<file path="src/rtl/fetch_pkg.sv">
// Shared types and defaults for the instruction fetch stage.
// Imported by fetch_buffer and fetch_unit.
package fetch_pkg;

  localparam logic [31:0] RESET_PC_DEF = 32'h0000_0000;
  localparam logic [31:0] NOP_INSN_DEF = 32'h0000_0000;

  typedef enum logic [1:0] {
    RUN,
    BR_WAIT,
    REDIRECT
  } fstate_e;

  typedef struct packed {
    logic [31:0] pc;
    logic [31:0] insn;
  } fentry_t;

endpackage

</file>
<file path="src/rtl/fetch_buffer.sv">
// Two-entry FIFO of {pc, insn} pairs between imem and decode.
// Flush wins over a same-cycle push.
module fetch_buffer
  import fetch_pkg::*;
(
  input  logic       clk,
  input  logic       rst,
  input  logic       push_i,
  input  logic       pop_i,
  input  logic       flush_i,
  input  fentry_t    din_i,
  output fentry_t    head_o,
  output logic [1:0] count_o
);

  fentry_t    mem_q [2];
  logic       rd_q;
  logic       wr_q;
  logic [1:0] cnt_q;

  // Pointer and occupancy bookkeeping.
  always_ff @(posedge clk or posedge rst) begin
    if (rst) begin
      rd_q  <= 1'b0;
      wr_q  <= 1'b0;
      cnt_q <= 2'd0;
    end else if (flush_i) begin
      rd_q  <= 1'b0;
      wr_q  <= 1'b0;
      cnt_q <= 2'd0;
    end else begin
      if (push_i) wr_q <= ~wr_q;
      if (pop_i) rd_q <= ~rd_q;
      cnt_q <= cnt_q + {1'b0, push_i} - {1'b0, pop_i};
    end
  end

  // Entry storage; contents are don't-care until written.
  always_ff @(posedge clk) begin
    if (push_i && !flush_i) mem_q[wr_q] <= din_i;
  end

  assign head_o  = mem_q[rd_q];
  assign count_o = cnt_q;

endmodule

</file>
<file path="src/rtl/fetch_unit.sv">
// Fetch stage: issues word fetches, buffers responses, inserts
// bubbles during pending branches and redirects on taken ones.
module fetch_unit
  import fetch_pkg::*;
#(
  parameter logic [31:0] RESET_PC = RESET_PC_DEF,
  parameter logic [31:0] NOP_INSN = NOP_INSN_DEF
) (
  input  logic        clk,
  input  logic        rst,
  output logic        imem_req,
  output logic [31:0] imem_addr,
  input  logic        imem_gnt,
  input  logic        imem_rvalid,
  input  logic [31:0] imem_rdata,
  input  logic        pc_nop_control,
  input  logic        branch_resolve,
  input  logic        branch_taken,
  input  logic [31:0] branch_target,
  output logic [31:0] instruction,
  output logic [31:0] id_pc
);

  fstate_e     state_q, state_d;
  logic [31:0] fpc_q, fpc_d;
  logic [31:0] tgt_q, tgt_d;
  logic [31:0] insn_q, insn_d;
  logic [31:0] idpc_q, idpc_d;
  logic [1:0]  out_q, out_d;
  logic [1:0]  drop_q, drop_d;
  logic        pend_q;

  logic        grant;
  logic        resp;
  logic        drop_dec;
  logic        push;
  logic        pop;
  logic        taken;
  logic [2:0]  credit;
  logic [31:0] tgt_al;
  logic [1:0]  cnt;
  fentry_t     head;
  fentry_t     din;

  assign resp     = imem_rvalid && (out_q != 2'd0);
  assign drop_dec = resp && (drop_q != 2'd0);
  assign push     = resp && (drop_q == 2'd0);
  assign pop      = (state_q == RUN) && !pc_nop_control
                    && (cnt != 2'd0);
  assign taken    = (state_q == BR_WAIT) && branch_resolve
                    && branch_taken;
  assign tgt_al   = branch_target & 32'hFFFF_FFFC;

  // Credit counts the slot freed by this cycle's pop so a
  // zero-wait memory sustains one instruction per cycle.
  assign credit   = {1'b0, out_q} + {1'b0, cnt} - {2'b0, pop};
  assign imem_req = !rst && (pend_q ||
                    ((state_q == RUN) && (credit < 3'd2)));
  assign imem_addr = fpc_q;
  assign grant    = imem_req && imem_gnt;

  // Live responses are contiguous and end just below fpc_q.
  assign din.pc   = fpc_q - {28'd0, out_q, 2'b00};
  assign din.insn = imem_rdata;

  fetch_buffer u_buf (
    .clk     (clk),
    .rst     (rst),
    .push_i  (push),
    .pop_i   (pop),
    .flush_i (taken),
    .din_i   (din),
    .head_o  (head),
    .count_o (cnt)
  );

  // Next-state, fetch pointer, drop accounting and decode output.
  always_comb begin
    state_d = state_q;
    fpc_d   = fpc_q;
    tgt_d   = tgt_q;
    insn_d  = NOP_INSN;
    idpc_d  = idpc_q;
    out_d   = out_q + {1'b0, grant} - {1'b0, resp};
    drop_d  = drop_q - {1'b0, drop_dec};
    if (grant) fpc_d = fpc_q + 32'd4;
    unique case (state_q)
      RUN: begin
        if (pc_nop_control) begin
          state_d = BR_WAIT;
        end else if (pop) begin
          insn_d = head.insn;
          idpc_d = head.pc;
        end
      end
      BR_WAIT: begin
        if (branch_resolve && !branch_taken) begin
          state_d = RUN;
        end else if (taken) begin
          drop_d = out_d;
          if (imem_req && !imem_gnt) begin
            tgt_d   = tgt_al;
            state_d = REDIRECT;
          end else begin
            fpc_d   = tgt_al;
            state_d = RUN;
          end
        end
      end
      REDIRECT: begin
        if (grant) begin
          drop_d  = drop_d + 2'd1;
          fpc_d   = tgt_q;
          state_d = RUN;
        end
      end
      default: state_d = RUN;
    endcase
  end

  // State registers, cleared asynchronously.
  always_ff @(posedge clk or posedge rst) begin
    if (rst) begin
      state_q <= RUN;
      fpc_q   <= RESET_PC;
      tgt_q   <= RESET_PC;
      insn_q  <= NOP_INSN;
      idpc_q  <= RESET_PC;
      out_q   <= 2'd0;
      drop_q  <= 2'd0;
      pend_q  <= 1'b0;
    end else begin
      state_q <= state_d;
      fpc_q   <= fpc_d;
      tgt_q   <= tgt_d;
      insn_q  <= insn_d;
      idpc_q  <= idpc_d;
      out_q   <= out_d;
      drop_q  <= drop_d;
      pend_q  <= imem_req && !imem_gnt;
    end
  end

  assign instruction = insn_q;
  assign id_pc       = idpc_q;

endmodule
</file>
<file path="config.mk">
export PLATFORM = sky130hd
export DESIGN_NAME = fetch_unit
export DESIGN_NICKNAME = d
export VERILOG_FILES = /design/src/rtl/fetch_pkg.sv /design/src/rtl/fetch_buffer.sv /design/src/rtl/fetch_unit.sv
export SDC_FILE = /design/constraint.sdc
export NUM_CORES = 1
export LEC_CHECK = 0
export BUFFER_PORTS_ARGS = -buffer_cell sky130_fd_sc_hd__buf_2
export CAP_MARGIN = 20
export CELL_PAD_IN_SITES_DETAIL_PLACEMENT = 1
export CELL_PAD_IN_SITES_GLOBAL_PLACEMENT = 1
export CORE_ASPECT_RATIO = 0.9
export CORE_MARGIN = 2
export CORE_UTILIZATION = 46
export CTS_CLUSTER_DIAMETER = 150
export DETAILED_ROUTE_END_ITERATION = 8
export GPL_ROUTABILITY_DRIVEN = 0
export HOLD_SLACK_MARGIN = 0.08
export PLACE_DENSITY = 0.91
export SETUP_SLACK_MARGIN = 0.02
export SYNTH_ARGS = -nofsm -noshare
export SYNTH_HDL_FRONTEND = slang
export SYNTH_SLANG_ARGS = --single-unit
</file>
<file path="constraint.sdc">
create_clock -name clk -period 5.45 [get_ports clk]
set_input_delay 0.545 -clock clk [delete_from_list [all_inputs] [get_ports clk]]
set_output_delay 0.545 -clock clk [all_outputs]
set_load 0.01 [all_outputs]
</file>
# After elaboration in Yosys (flattened, before gate mapping)
# Memories as Yosys holds them, arrays and structs flattened.
# Index checks and enable logic that the tools add are counted.
word_totals:
  word_cells: 87
  mem_count: 1
  in_bits: 71
  ff_bits: 137
  output_inout_bits: 97
  mem_bits_rw: 128
memory_table:
  columns: ["memory", "words", "width", "read_ports", "rd_ports_with_merged_regs", "wr", "line_no", "rtl"]
  rows:
  - ["u_buf.mem_q", 2, 64, 1, 0, 1, "fetch_buffer.sv:16", "fentry_t mem_q [2];"]
classes:
  add_sub_neg: 10
  n_bitwise: 4
  muxes: 26
  reduce_logical: 29
  n_lt_le_gt_ge: 1
  n_eq_ne: 5
op_table:
  columns: ["op", "count"]
  rows:
  - ["32-bit 2-to-1 mux", 8]
  - ["32-bit case mux with 2 select lines", 1]
  - ["32-bit by 3-bit adder with 32-bit output, second input constant", 1]
  - ["32-bit by 4-bit subtractor with 32-bit output", 1]
  - ["2-bit 2-to-1 mux", 9]
  - ["1-bit logical AND", 13]
  - ["2-bit nonzero test", 5]
  - ["1-bit 2-to-1 mux", 6]
  - ["2-bit case mux with 3 select lines", 1]
  - ["3-bit AND reduction", 2]
  - ["2-bit by 1-bit subtractor with 2-bit output", 3]
  - ["1-bit logical NOT", 5]
  - ["2-bit by 1-bit adder with 2-bit output", 2]
  - ["2-bit logical NOT", 2]
  - ["2-bit inequality test, second input constant", 2]
  - ["1-bit NOT", 4]
  - ["2-bit case mux with 2 select lines", 1]
  - ["4-bit AND reduction", 1]
  - ["2-bit by 2-bit adder with 3-bit output", 1]
  - ["3-bit by 2-bit < comparator with 1-bit output, second input constant", 1]
  - ["3-bit by 1-bit inequality test with 1-bit output, second input constant", 1]
  - ["3-bit by 1-bit subtractor with 3-bit output", 1]
  - ["2-bit by 1-bit adder with 2-bit output, second input constant", 1]
  - ["2-bit by 1-bit equality test with 1-bit output, second input constant", 1]
  - ["other kinds (2)", 2]

# Logic depth before layout (Yosys ltp)
# Gate-level depths: netlist of run 1.
depth:
  ltp_word: 14
  depth_mapped: 23
  ltp_nobuf: 19

# Hierarchy
# A second synthesis of run 1 with hierarchy kept.
unflattened:
  cells_unflattened: 846
  area_unflattened_um2: 12031.5
by_module_without_submodules:
  columns: ["mod", "cells_per_inst", "n_inst", "seq_area_each_um2", "area_per_inst_um2"]
  rows:
  - ["fetch_unit", 629, 1, 3278.1, 6996.7]
  - ["fetch_buffer", 217, 1, 3943.8, 5034.8]

# Worst setup path after synthesis of run 1
# Ideal clock, no wire load.
synth_path:
  kind: "register to register"
  from: "register state_q[0]"
  to: "register drop_q[1]"
  path_slack_ns: 1.003
  setup_time_ns: 0.123
  stages_incl_launch_ff: 24
  required_time_ns: 5.327
  synth_period_minus_slack_ns: 4.447
  arrival_time_ns: 4.324
  path_buffers: 4
  cell_sequence: "dfrtp_1 > inv_1 > ha_1 > nor2b_1 > o21ai_0 > clkbuf_1 > buf_1 > inv_1 > ha_1 > inv_1 > nand2_1 > fa_1 > xnor2_1 > o22ai_4 > inv_2 > clkbuf_1 > clkbuf_1 > ha_1 > inv_1 > ha_1 > xnor2_1 > xnor2_1 > a31oi_1 > nand2_1"
synth_between:
  elab_chain_cells: 14
  word_cells_on_any_way: 19
  classes_between: "3 x add/sub; 1 x order compare; 2 x eq/ne; 4 x mux; 9 x reduce/logical"
synth_rtl:
  columns: ["element", "line_no", "rtl"]
  rows:
  - ["start, declared", "fetch_unit.sv:24", "fstate_e state_q, state_d;"]
  - ["start signal, assigned", "fetch_unit.sv:133", "state_q <= state_d;"]
  - ["2-bit logical NOT *", "fetch_unit.sv:48, fetch_unit.sv:58", null]
  - ["1-bit logical AND", "fetch_unit.sv:48", "assign pop = (state_q == RUN) && !pc_nop_control"]
  - ["1-bit logical AND", "fetch_unit.sv:49", "&& (cnt != 2'd0);"]
  - ["3-bit by 1-bit subtractor with 3-bit output", "fetch_unit.sv:56", "assign credit = {1'b0, out_q} + {1'b0, cnt} - {2'b0, pop};"]
  - ["3-bit by 2-bit < comparator with 1-bit output", "fetch_unit.sv:58", "((state_q == RUN) && (credit < 3'd2)));"]
  - ["1-bit logical AND *", "fetch_unit.sv:58", null]
  - ["1-bit logical OR *", "fetch_unit.sv:57", "assign imem_req = !rst && (pend_q ||"]
  - ["1-bit logical AND *", "fetch_unit.sv:57", null]
  - ["1-bit logical AND *", "fetch_unit.sv:60", "assign grant = imem_req && imem_gnt;"]
  - ["2-bit by 1-bit adder with 2-bit output *", "fetch_unit.sv:84", "out_d = out_q + {1'b0, grant} - {1'b0, resp};"]
  - ["2-bit by 1-bit subtractor with 2-bit output *", "fetch_unit.sv:84", null]
  - ["via out_d[1]", "fetch_unit.sv:29", "logic [1:0] out_q, out_d;"]
  - ["2-bit 2-to-1 mux *", "fetch_unit.sv:99", "end else if (taken) begin"]
  - ["2-bit 2-to-1 mux *", "fetch_unit.sv:97", "if (branch_resolve && !branch_taken) begin"]
  - ["2-bit case mux with 2 select lines *", "fetch_unit.sv:87", "unique case (state_q)"]
  - ["via drop_d[1]", "fetch_unit.sv:30", "logic [1:0] drop_q, drop_d;"]
  - ["end signal, assigned", "fetch_unit.sv:139", "drop_q <= drop_d;"]
  - ["end, declared", "fetch_unit.sv:30", null]
# Mark *: on every way through the listed nets, which the timed path passes. The rest lies on a longest branch.
# A chain may end at the register's enable or synchronous reset.

# Final worst setup path of run 1
layout_path:
  from: "register state_q[0]"
  to: "register fpc_q[4], in the netlist imem_addr[4]"
layout_between:
  elab_chain_cells: 14
  word_cells_on_any_way: 20
  classes_between: "1 x add/sub; 1 x order compare; 2 x eq/ne; 6 x mux; 10 x reduce/logical"
layout_rtl:
  columns: ["element", "line_no", "rtl"]
  rows:
  - ["2-bit logical NOT", "fetch_unit.sv:48, fetch_unit.sv:58", null]
  - ["1-bit logical AND", "fetch_unit.sv:48", null]
  - ["1-bit logical AND", "fetch_unit.sv:49", null]
  - ["3-bit by 1-bit subtractor with 3-bit output", "fetch_unit.sv:56", null]
  - ["3-bit by 2-bit < comparator with 1-bit output", "fetch_unit.sv:58", null]
  - ["1-bit logical AND", "fetch_unit.sv:58", null]
  - ["1-bit logical OR", "fetch_unit.sv:57", null]
  - ["1-bit logical AND", "fetch_unit.sv:57", null]
  - ["1-bit logical AND", "fetch_unit.sv:60", null]
  - ["32-bit 2-to-1 mux", "fetch_unit.sv:86", "if (grant) fpc_d = fpc_q + 32'd4;"]
  - ["32-bit 2-to-1 mux", "fetch_unit.sv:101", "if (imem_req && !imem_gnt) begin"]
  - ["32-bit 2-to-1 mux", "fetch_unit.sv:99", null]
  - ["32-bit 2-to-1 mux", "fetch_unit.sv:97", null]
  - ["32-bit case mux with 2 select lines *", "fetch_unit.sv:87", null]
  - ["via fpc_d[4]", "fetch_unit.sv:25", "logic [31:0] fpc_q, fpc_d;"]
  - ["end signal, assigned", "fetch_unit.sv:134", "fpc_q <= fpc_d;"]
  - ["end, declared", "fetch_unit.sv:25", null]
# Marked as above.

==> results of run 1 <==
[cell usage after synthesis (14+ instances only)]
cell	n
nand3_1	14
clkbuf_1	34
o21ai_0	67
mux2i_1	70
nand2_1	89
mux2_2	31
and3_1	19
dfrtp_1	133
inv_1	20
nor3_1	16
nor2_1	53
a32o_1	14
xor2_1	29
edfxtp_1	124
xnor2_1	29
[per-stage QoR]
step	total power [mW]	utilization
2_1_floorplan	4.80	-
3_3_place_gp	5.52	0.516
3_5_place_dp	5.69	0.516
4_1_cts	7.75	0.558
5_1_grt	8.14	0.560
6_report	7.72	0.560
[metal layers]
layer / global-route usage / share of wire / vias up
met5: 0 / 0.00062 / -
met4: 0.0570 / 0.019 / 4
met3: 0.0348 / 0.053 / 52
met2: 0.361 / 0.48 / 245
met1: 0.296 / 0.45 / 3711
li1: - / - / 3390
[where the power goes]
group          switching, mW  internal [mW]  total [mW]
combinational           1.46          0.964        2.43
clock                  0.787           1.23        2.01
sequential             0.533           2.75        3.28
total                   2.78           4.94        7.72
[how the worst max path moves through the flow]
stage                          to  slack, ps  cells past startpoint
finish               imem_addr[4]       1050                     15
global placement    imem_addr[31]       1290                     15
detailed placement  imem_addr[28]       1040                     15
global route        imem_addr[30]        720                     15
CTS                 imem_addr[30]        990                     15
floorplan               drop_q[1]       1000                     23
[worst reg2reg max path, cell delays in order (launching register included)]
cell       delay [ps]
dfrtp_1           390
inv_1             110
ha_1              250
nor2b_1           330
o21ai_4            90
inv_1              70
ha_1              220
inv_1              80
nand2_1            70
fa_1              380
xnor2_1           320
o21ba_2           240
o31a_1            650
o21ai_0           440
o21ai_0           480
o2111ai_1         150
[flip-flops by register name (all words and copies together), names as in the netlist, 2 cells and up]
| signal | cells |
|---|---|
| instruction | 32 |
| state_q | 2 |
| id_pc | 30 |
| imem_addr | 30 |
| out_q | 2 |
| drop_q | 2 |
| u_buf.count_o | 2 |
| u_buf.mem_q | 124 |
| tgt_q | 30 |
[placed cells by master, fill, tap and decap left out, types with 18 or more instances in the layout]
| cell | instances |
|---|---|
| and3_1 | 18 |
| buf_2 | 161 |
| clkbuf_16 | 28 |
| dfrtp_1 | 132 |
| edfxtp_1 | 124 |
| inv_1 | 19 |
| mux2_2 | 31 |
| mux2i_1 | 70 |
| nand2_1 | 89 |
| nor2_1 | 52 |
| o21ai_0 | 66 |
| xnor2_1 | 29 |
| xor2_1 | 29 |
[cell families (layout without fill, tap and decap cells)]
family,after synthesis,count (layout)
adders and majority gates,15,15
AOI/OAI and AO/OA,118,118
muxes,101,101
buffers and inverters,81,244
xor gates and xnor gates,58,58
DFF,257,257
other,1,6
and+or+nand+nor,235,235
[area by class of cell]
type | count | area (um2) | area share
flip-flops and latches | 257 | 7060 | 0.537
multi-input cells | 531 | 3720 | 0.283
repair buffers | 171 | 913 | 0.0695
clock buffers | 36 | 761 | 0.0579
well taps | 302 | 378 | 0.0288
clock inverters | 16 | 228 | 0.0173
inverters | 21 | 83.8 | 0.00638
diodes | 2 | 5.00 | 0.000381
==> metrics.md, run 1 <==
| Metric | Value |
|---|---|
| Setup crit start kind | flop |
| Status | finished clean |
| Vias in the first global route | 7887 |
| Critical Path Most Common Cell | inv_1 |
| Largest net degree at the start of global routing | 94 |
| Setup violators final | 0 |
| GRT Total Usage | 0.215 |
| GRT overflow | 0 |
| Post-synthesis compound-gate area fraction | 0.0685 |
| Largest delay contributor family on the critical path | compound AO/OA/AOI/OAI gates |
| Synthesized flop and latch total | 257 |
| Ys Warns | 0 |
| # hold bufs at CTS | 0 |
| Port bufs | 161 |
| Post-Synth XOR/XNOR Area | 0.0459 |
| Synth cell types | 54 |
| Clk_lat worst skew | 550 ps |
| Final Slew Violations | 0 |
| Initial Util | 0.472 |
| Final Cycle Share | 0.808 |
| Critical path capture point type | flop |
| Die Ht | 151 um |
| Synth Cell Area | 11100 um2 |
| Crit-path slowest cell | o31a_1 |
| TritonCTS clock tree | yes |
| Routed len/inst | 20.4 um |
| Die width | 168 um |
| Post-Layout Cell Count | 1336 |
| Max Fclk | 0.227 GHz |
| Largest family of logic cells by synthesized area | simple AND/OR/NAND/NOR gates |
| Worst r2r path cells | 15 |
| DP Worst Slack | 1040 ps |
| Slew HR | 0.274 |
| Crit path kind | flop to flop |
| Synth async-reset ratio | 0.518 |
| Clk sink count | 257 |
| Post_cts resized | 0 |
| Final worst slack | 1050 ps |
| Max incr delay on CP | 650 ps |
| Worst-path clk slew | 60 ps |
| Gate count of the mapped netlist | 866 |
| Worst R2R End | imem_addr[4] |
| Post-CTS Setup Inserts | 0 |
| Max cap viols | 0 |
| Dominant synthesized flop cell | dfrtp_1 |
| Clock Tree Buf Depth | 3 |
| Detailed Route WL | 27200 um |
| Leakage | 5.75 nW |
| Mux cell area share after synthesis | 0.0948 |
| WP data required | 5860 ps |
| Critical Path AT | 4810 ps |
| Io pins | 168 |
| Crit path cell chain | inv_1 > ha_1 > nor2b_1 > o21ai_4 > inv_1 > ha_1 > inv_1 > nand2_1 > fa_1 > xnor2_1 > o21ba_2 > o31a_1 > o21ai_0 > o21ai_0 > o2111ai_1 |
| Fraction of layout cells with a size suffix above 1 | 0.257 |
| Synth area leader | edfxtp_1 |
| Final Hold Viols | 0 |
| Clock Tree Root | clkbuf_16 |
| Global-route wire length before repair | 43100 um |
| Crit path buf inv count | 3 |
| Worst Clk Skew | 9.85 ps |
| Via/cell ratio | 5.54 |
| Worst Setup SP | state_q[0] |
| Register area share after synthesis | 0.637 |
| Top area cells in the synthesized netlist | edfxtp_1 34%, dfrtp_1 30%, mux2i_1 6.3%, mux2_2 3.2%, o21ai_0 3.0% |
| Die area | 25300 um2 |
| Fin Setup TNS | 0 ps |
| Vias | 7402 |
| Hold slack | 166 ps |
| Residual DRC | 0 |
| Share of the synthesized area in the top cell type | 0.336 |
| PwrDens | 587 nW/um2 |
| DP Cell Count | 1280 |
| Post-DRT Antenna Nets | 0 |
| Simple-gate share of the synthesized area | 0.105 |
| Slew @ Worst Pin | 1090 ps |
| EDFF count, synth | 124 |
| Std-Cell Rows | 53 |
| # H-tree levels | 1 |
| Final nets | 1096 |
| Fillers | 2434 |
| Area growth, synth to finish | 18.7% |
| TritonRoute pass-1 iters | 7 |
| Min Tclk post-route | 4400 ps |
| Core region area | 23500 um2 |
| Design area | 13100 um2 |
| Worst Path Max Fanout | 19 |
| Placement Cell Area | 12100 um2 |
| Max VDD drop | 0.343 mV |
| Critical R2R Launch | state_q[0] |
| Number of buffers created by CTS | 28 |
| Post-DP HPWL | 17700 um |
| Iter 0 DRT Violations | 473 |
| Reg2reg setup slack | 1050 ps |
| RSZ-0062 raised after global routing | false |
| Adder-cell share of the synthesized area | 0.0183 |
| Synthesized area per cell | 12.8 um2 |
| Antenna violations before repair | 4 |
| Min-Delay Path Class | primary input to async pin |
No activity file was read; power rests on OpenSTA's default activity.
==> run 2, diff against run 1 <==
--- a/config.mk
+++ b/config.mk
@@ -11,12 +11,12 @@
 export CELL_PAD_IN_SITES_GLOBAL_PLACEMENT = 1
 export CORE_ASPECT_RATIO = 0.9
 export CORE_MARGIN = 2
-export CORE_UTILIZATION = 46
+export CORE_UTILIZATION = 42
 export CTS_CLUSTER_DIAMETER = 150
 export DETAILED_ROUTE_END_ITERATION = 8
 export GPL_ROUTABILITY_DRIVEN = 0
 export HOLD_SLACK_MARGIN = 0.08
-export PLACE_DENSITY = 0.91
+export PLACE_DENSITY = 0.88
 export SETUP_SLACK_MARGIN = 0.02
 export SYNTH_ARGS = -nofsm -noshare
 export SYNTH_HDL_FRONTEND = slang
==> constraint.sdc (replaced) <==
create_clock -name clk -period 3.95 [get_ports clk]
set_input_delay 0.395 -clock clk [delete_from_list [all_inputs] [get_ports clk]]
set_output_delay 0.395 -clock clk [all_outputs]
set_load 0.01 [all_outputs]
==> run 2 against run 1 <==
Against the previous run: fmax is 17% higher; combinational power is 42% higher; global-route usage is 0.50 points lower; total power is 38% higher; core utilization is 3.8 points lower; clock power is 29% higher.
==> metrics.md, run 2 (synthesis gave the netlist of run 1 again) <==
| Metric | Value |
|---|---|
| Status | finished clean |
| Initial Util | 0.426 |
| Min Tclk post-route | 3760 ps |
| Vias in the first global route | 8058 |
| Max VDD drop | 0.445 mV |
| Area growth, synth to finish | 22.5% |
| Max cap viols | 0 |
| Largest net degree at the start of global routing | 94 |
| Ant diodes | 0 |
| Io pins | 168 |
| PwrDens | 783 nW/um2 |
| Post-CTS Setup Inserts | 0 |
| Slew HR | 0.374 |
| Setup violators final | 0 |
| Vias | 7495 |
| WP data required | 4360 ps |
| Max reg flops | 124 |
| Post-Layout Cell Count | 1421 |
| Port bufs | 161 |
| Final Core Density | 0.522 |
| Critical path capture point type | flop |
| Clock Tree Buf Depth | 3 |
| Worst-path clk slew | 60 ps |
| Clock Tree Root | clkbuf_16 |
| Residual DRC | 0 |
| Slew @ Worst Pin | 939 ps |
| Fin Setup TNS | 0 ps |
| GRT Total Usage | 0.210 |
| Setup crit start kind | flop |
| Crit path kind | flop to flop |
| RSZ-0062 raised after global routing | true |
| Final Slew Violations | 0 |
| Global-route wire length before repair | 45500 um |
| Critical Path AT | 4170 ps |
| Iter 0 DRT Violations | 563 |
| Most common cell after layout, fill and taps aside | buf_2 |
| Die area | 27700 um2 |
| GRT overflow | 0 |
| Die width | 175 um |
| Leakage | 5.91 nW |
| Fillers | 2656 |
| Most frequent cells in the layout | 161 x buf_2, 132 x dfrtp_1, 124 x edfxtp_1 |
| Clk sink count | 257 |
| Final Cycle Share | 0.952 |
| Crit-path slowest cell | fa_1 |
| Die Ht | 158 um |
| Fraction of layout cells with a size suffix above 1 | 0.255 |
| Min-Delay Path Class | primary input to flop |
| Post-DRT Antenna Nets | 0 |
| DP Cell Count | 1334 |
| # H-tree levels | 1 |
| Worst Clk Skew | 15.1 ps |
| Max incr delay on CP | 640 ps |
| Placement Cell Area | 12300 um2 |
| Number of buffers created by CTS | 28 |
| Clk_lat worst skew | 550 ps |
| Most flop-heavy register | u_buf.mem_q |
| Std-Cell Rows | 56 |
| Worst Path Max Fanout | 10 |
| TritonRoute pass-1 iters | 4 |
| Via/cell ratio | 5.27 |
| Final Hold Viols | 0 |
| Antenna violations before repair | 0 |
| Core region area | 26000 um2 |
| Detailed Route WL | 29400 um |
| Crit path cell chain | inv_2 > ha_4 > nor2b_4 > o21ai_4 > inv_1 > ha_1 > inv_1 > nand2_1 > fa_1 > nand4b_4 > o22ai_4 > inv_2 > or4_4 > nor3_2 > xnor2_1 > o221ai_2 |
| Max Fclk | 0.266 GHz |
| Post-DP HPWL | 19000 um |
| Routed len/inst | 20.7 um |
| TritonCTS clock tree | yes |
| Final nets | 1137 |
| Design area | 13600 um2 |
[run 2: cell count changes in the layout (fill, tap and decap cells not counted), sizes merged]
cell and change:
buf +8, bufinv -3, clkbuf +7, clkinv -2, clkinvlp -1, diode -2, dlygate4sd3 +33, inv -1
[run 2: area by class of cell]
class / count / area (um2) / area share
Clock buffer: 43 / 807 / 0.0595
Clock inverter: 9 / 109 / 0.00802
Inverter: 21 / 82.6 / 0.00609
Multi-Input combinational cell: 531 / 3750 / 0.276
Sequential cell: 257 / 7060 / 0.520
Tap cell: 348 / 435 / 0.0321
Timing Repair Buffer: 212 / 1330 / 0.0979
[run 2: path summary, 6_finish.rpt]
kind	depth (start not counted)	start	to	slack, ps
hold reg to reg	2	id_pc[3]	id_pc[3]	480
max in group asynchronous	5	rst	instruction[23]	2630
setup reg to reg	16	state_q[1]	imem_addr[29]	190
hold / removal	3	branch_target[29]	imem_addr[29]	90
setup / recovery	16	state_q[1]	imem_addr[29]	190
min in group asynchronous	3	rst	state_q[0]	380
[run 2: metrics by stage]
stage / hold slack (ps) / worst slack [ps] / total power [mW]
floorplan: 462 / -26.7 / 6.67
global placement: 457 / 341 / 7.72
detailed placement: 468 / 173 / 7.99
CTS: 80.8 / 155 / 10.7
global route: 97.1 / 18.0 / 11.2
finish: 88.7 / 189 / 10.6
[run 2: power by group]
part / total [mW] / switching (mW) / internal [mW]
registers: 4.55 / 0.760 / 3.79
clock network: 2.60 / 1.07 / 1.54
logic: 3.46 / 2.06 / 1.40
[run 2: repair_timing]
action                                 CTS  global route
resized for setup                        0             2
hold buffers                            32             1
endpoints found under the hold margin   64             3
setup endpoints to repair                0             5
[run 2: critical path: cells and delay by family, from the launching register on]
family                     cells  cell delay, ps
buffers and inverters          4             380
adders and majority gates      3            1020
and+or+nand+nor                5            1230
DFF                            1             410
AOI/OAI and AO/OA              3             400
xor gates and xnor gates       1             170
[run 2: metal layers]
layer,part of all wire,vias up,global-route usage
met5,0,-,0
met4,0.023,0,0.0476
met3,0.055,45,0.0312
met2,0.49,233,0.369
met1,0.43,3756,0.278
li1,-,3461,-
==> run 3, diff against run 2 <==
--- a/config.mk
+++ b/config.mk
@@ -11,12 +11,12 @@
 export CELL_PAD_IN_SITES_GLOBAL_PLACEMENT = 1
 export CORE_ASPECT_RATIO = 0.9
 export CORE_MARGIN = 2
-export CORE_UTILIZATION = 42
+export CORE_UTILIZATION = 46
 export CTS_CLUSTER_DIAMETER = 150
 export DETAILED_ROUTE_END_ITERATION = 8
 export GPL_ROUTABILITY_DRIVEN = 0
 export HOLD_SLACK_MARGIN = 0.08
-export PLACE_DENSITY = 0.88
+export PLACE_DENSITY = 0.91
 export SETUP_SLACK_MARGIN = 0.02
 export SYNTH_ARGS = -nofsm -noshare
 export SYNTH_HDL_FRONTEND = slang
==> constraint.sdc (replaced) <==
create_clock -name clk -period 4.1 [get_ports clk]
set_input_delay 0.41 -clock clk [delete_from_list [all_inputs] [get_ports clk]]
set_output_delay 0.41 -clock clk [all_outputs]
set_load 0.01 [all_outputs]
==> run 3 against run 2 <==
Against the previous run: cell count down 3.4%; fmax rose by 0.32%; global-route usage rose by 1.2 points; register-to-register slack improved by 160 ps; total power shrank 3.8%; clock skew rose by 4.7 ps; first-iteration DRC count up 14%; routed wire length is 5.4% lower; final area is 0.52% lower; clock power about the same; largest cell class unchanged.
==> metrics.md, run 3 (synthesis gave the netlist of run 1 again) <==
| Metric | Value |
|---|---|
| Worst Path Max Fanout | 5 |
| Crit path cell chain | inv_1 > ha_2 > nor2b_2 > o21ai_4 > inv_1 > ha_1 > inv_1 > nand2_1 > fa_1 > nand4b_4 > o22ai_4 > inv_2 > or4_4 > nor3_2 > xnor2_1 > o221ai_2 |
| Post-DP HPWL | 18300 um |
| Placement Cell Area | 12200 um2 |
| Die width | 168 um |
| Clock Tree Root | clkbuf_16 |
| Post-Layout Cell Count | 1373 |
| Sequential Power Share | 0.432 |
| Ant diodes | 0 |
| Core region area | 23500 um2 |
| Clk_lat worst skew | 550 ps |
| Io pins | 168 |
| DP Cell Count | 1289 |
| Final worst slack | 351 ps |
| Fraction of layout cells with a size suffix above 1 | 0.255 |
| Number of buffers created by CTS | 27 |
| Final Hold Viols | 0 |
| Combinational Power Share | 0.315 |
| Status | finished clean |
| TritonRoute pass-1 iters | 7 |
| Setup violators final | 0 |
| Post-DRT Antenna Nets | 0 |
| Leakage | 5.91 nW |
| Via/cell ratio | 5.55 |
| PwrDens | 756 nW/um2 |
| Sw frac | 0.359 |
| Most flop-heavy register | u_buf.mem_q |
| Final Core Density | 0.575 |
| Std-Cell Rows | 53 |
| Residual DRC | 0 |
| Slew HR | 0.378 |
| Multi-input gate area | 3730 um2 |
| Min Tclk post-route | 3750 ps |
| Clk sink count | 257 |
| Min-Delay Path Class | primary input to flop |
| Clock network power share | 0.253 |
| Slew @ Worst Pin | 933 ps |
| GRT Total Usage | 0.222 |
| Max cap viols | 0 |
| Critical path capture point type | flop |
| Most frequent cells in the layout | 161 x buf_2, 132 x dfrtp_1, 124 x edfxtp_1 |
| Max Fclk | 0.267 GHz |
| Final Cycle Share | 0.914 |
| Power Internal | 6.54 mW |
| Worst-path clk slew | 60 ps |
| Vias | 7621 |
| Die Ht | 151 um |
| Final Slew Violations | 0 |
| Max reg flops | 124 |
| Switching power | 3.67 mW |
| Fin Setup TNS | 0 ps |
| Post-CTS Setup Inserts | 0 |
| Design area | 13500 um2 |
| Worst Clk Skew | 19.8 ps |
| Vias in the first global route | 8154 |
| DP Worst Slack | 163 ps |
| Die area | 25300 um2 |
| Crit path kind | flop to flop |
| Clock Tree Buf Depth | 3 |
| Antenna violations before repair | 0 |
| WP data required | 4510 ps |
| Final nets | 1136 |
| Max incr delay on CP | 620 ps |
| Crit-path slowest cell | fa_1 |
| Fillers | 2373 |
| Detailed Route WL | 27800 um |
| Port bufs | 161 |
| Global-route wire length before repair | 44500 um |
| Initial Util | 0.472 |
| Area growth, synth to finish | 21.9% |
| Critical Path Most Common Cell | inv_1 |
| RSZ-0062 raised after global routing | false |
| Most common cell after layout, fill and taps aside | buf_2 |
| # H-tree levels | 1 |
| Routed len/inst | 20.3 um |
| Setup crit start kind | flop |
| TritonCTS clock tree | yes |
| GRT overflow | 0 |
| Critical Path AT | 4160 ps |
| Iter 0 DRT Violations | 644 |
| Register area | 7060 um2 |
| Max VDD drop | 0.349 mV |
| Largest net degree at the start of global routing | 107 |
## run 3: changes by cell type in the layout (fill, tap and decap cells not counted), moves of 2 or more
| cell | change |
|---|---|
| buf_4 | +2 |
| inv_2 | -2 |
| inv_1 | +2 |
| bufinv_16 | +3 |
| buf_12 | -2 |
| clkbuf_1 | -4 |
| clkbuf_8 | -3 |
## run 3: path summary, 6_finish.rpt
path / slack, ps / startpoint / depth (start not counted) / end
worst min-delay path: 100 / branch_target[7] / 3 / imem_addr[7]
worst max-delay path: 350 / state_q[0] / 16 / imem_addr[29]
min in group asynchronous: 400 / rst / 3 / imem_addr[9]
max in group asynchronous: 2560 / rst / 5 / imem_addr[14]
worst min register to register: 470 / id_pc[10] / 2 / id_pc[10]
worst max register to register: 350 / state_q[0] / 16 / imem_addr[29]
## run 3: repair_timing
item	4_1_cts	5_1_grt
setup endpoints to repair	0	8
hold buffers	32	1
endpoints found under the hold margin	64	16
gates resized for setup	0	3
## run 3: area by class of cell
class / count / area share
Sequential cell: 257 / 0.523
Multi-Input combinational cell: 531 / 0.277
Timing Repair Buffer: 212 / 0.0966
Clock buffer: 35 / 0.0538
Tap cell: 302 / 0.0280
Clock inverter: 15 / 0.0160
Inverter: 21 / 0.00621
## run 3: worst max-delay path: cells and delay by family, from the launching register on
| kind | cells | cell delay [ps] |
|---|---|---|
| DFF | 1 | 390 |
| AOI/OAI and AO/OA | 3 | 390 |
| xor gates and xnor gates | 1 | 160 |
| adders and majority gates | 3 | 1060 |
| buffers and inverters | 4 | 360 |
| and+or+nand+nor | 5 | 1240 |
## run 3: power by group through the flow
stage          sequential (mW)  clock (mW)  combinational [mW]
4_1_cts                   4.41        2.64                3.25
5_1_grt                   4.52        2.73                3.57
3_5_place_dp              4.44           0                3.19
3_3_place_gp              4.36           0                3.00
6_report                  4.41        2.58                3.22
2_1_floorplan             4.20           0                2.21
## run 3: per-stage QoR
stage / hold slack, ps / total power, mW
finish: 96.2 / 10.2
global route: 112 / 10.8
CTS: 91.0 / 10.3
detailed placement: 466 / 7.63
global placement: 457 / 7.37
floorplan: 462 / 6.41
## run 3: metal layers
metal,GRT usage,routed length (um)
met1,0.301,12200
met2,0.372,13200
met3,0.0387,1640
met4,0.0665,746
met5,0,0
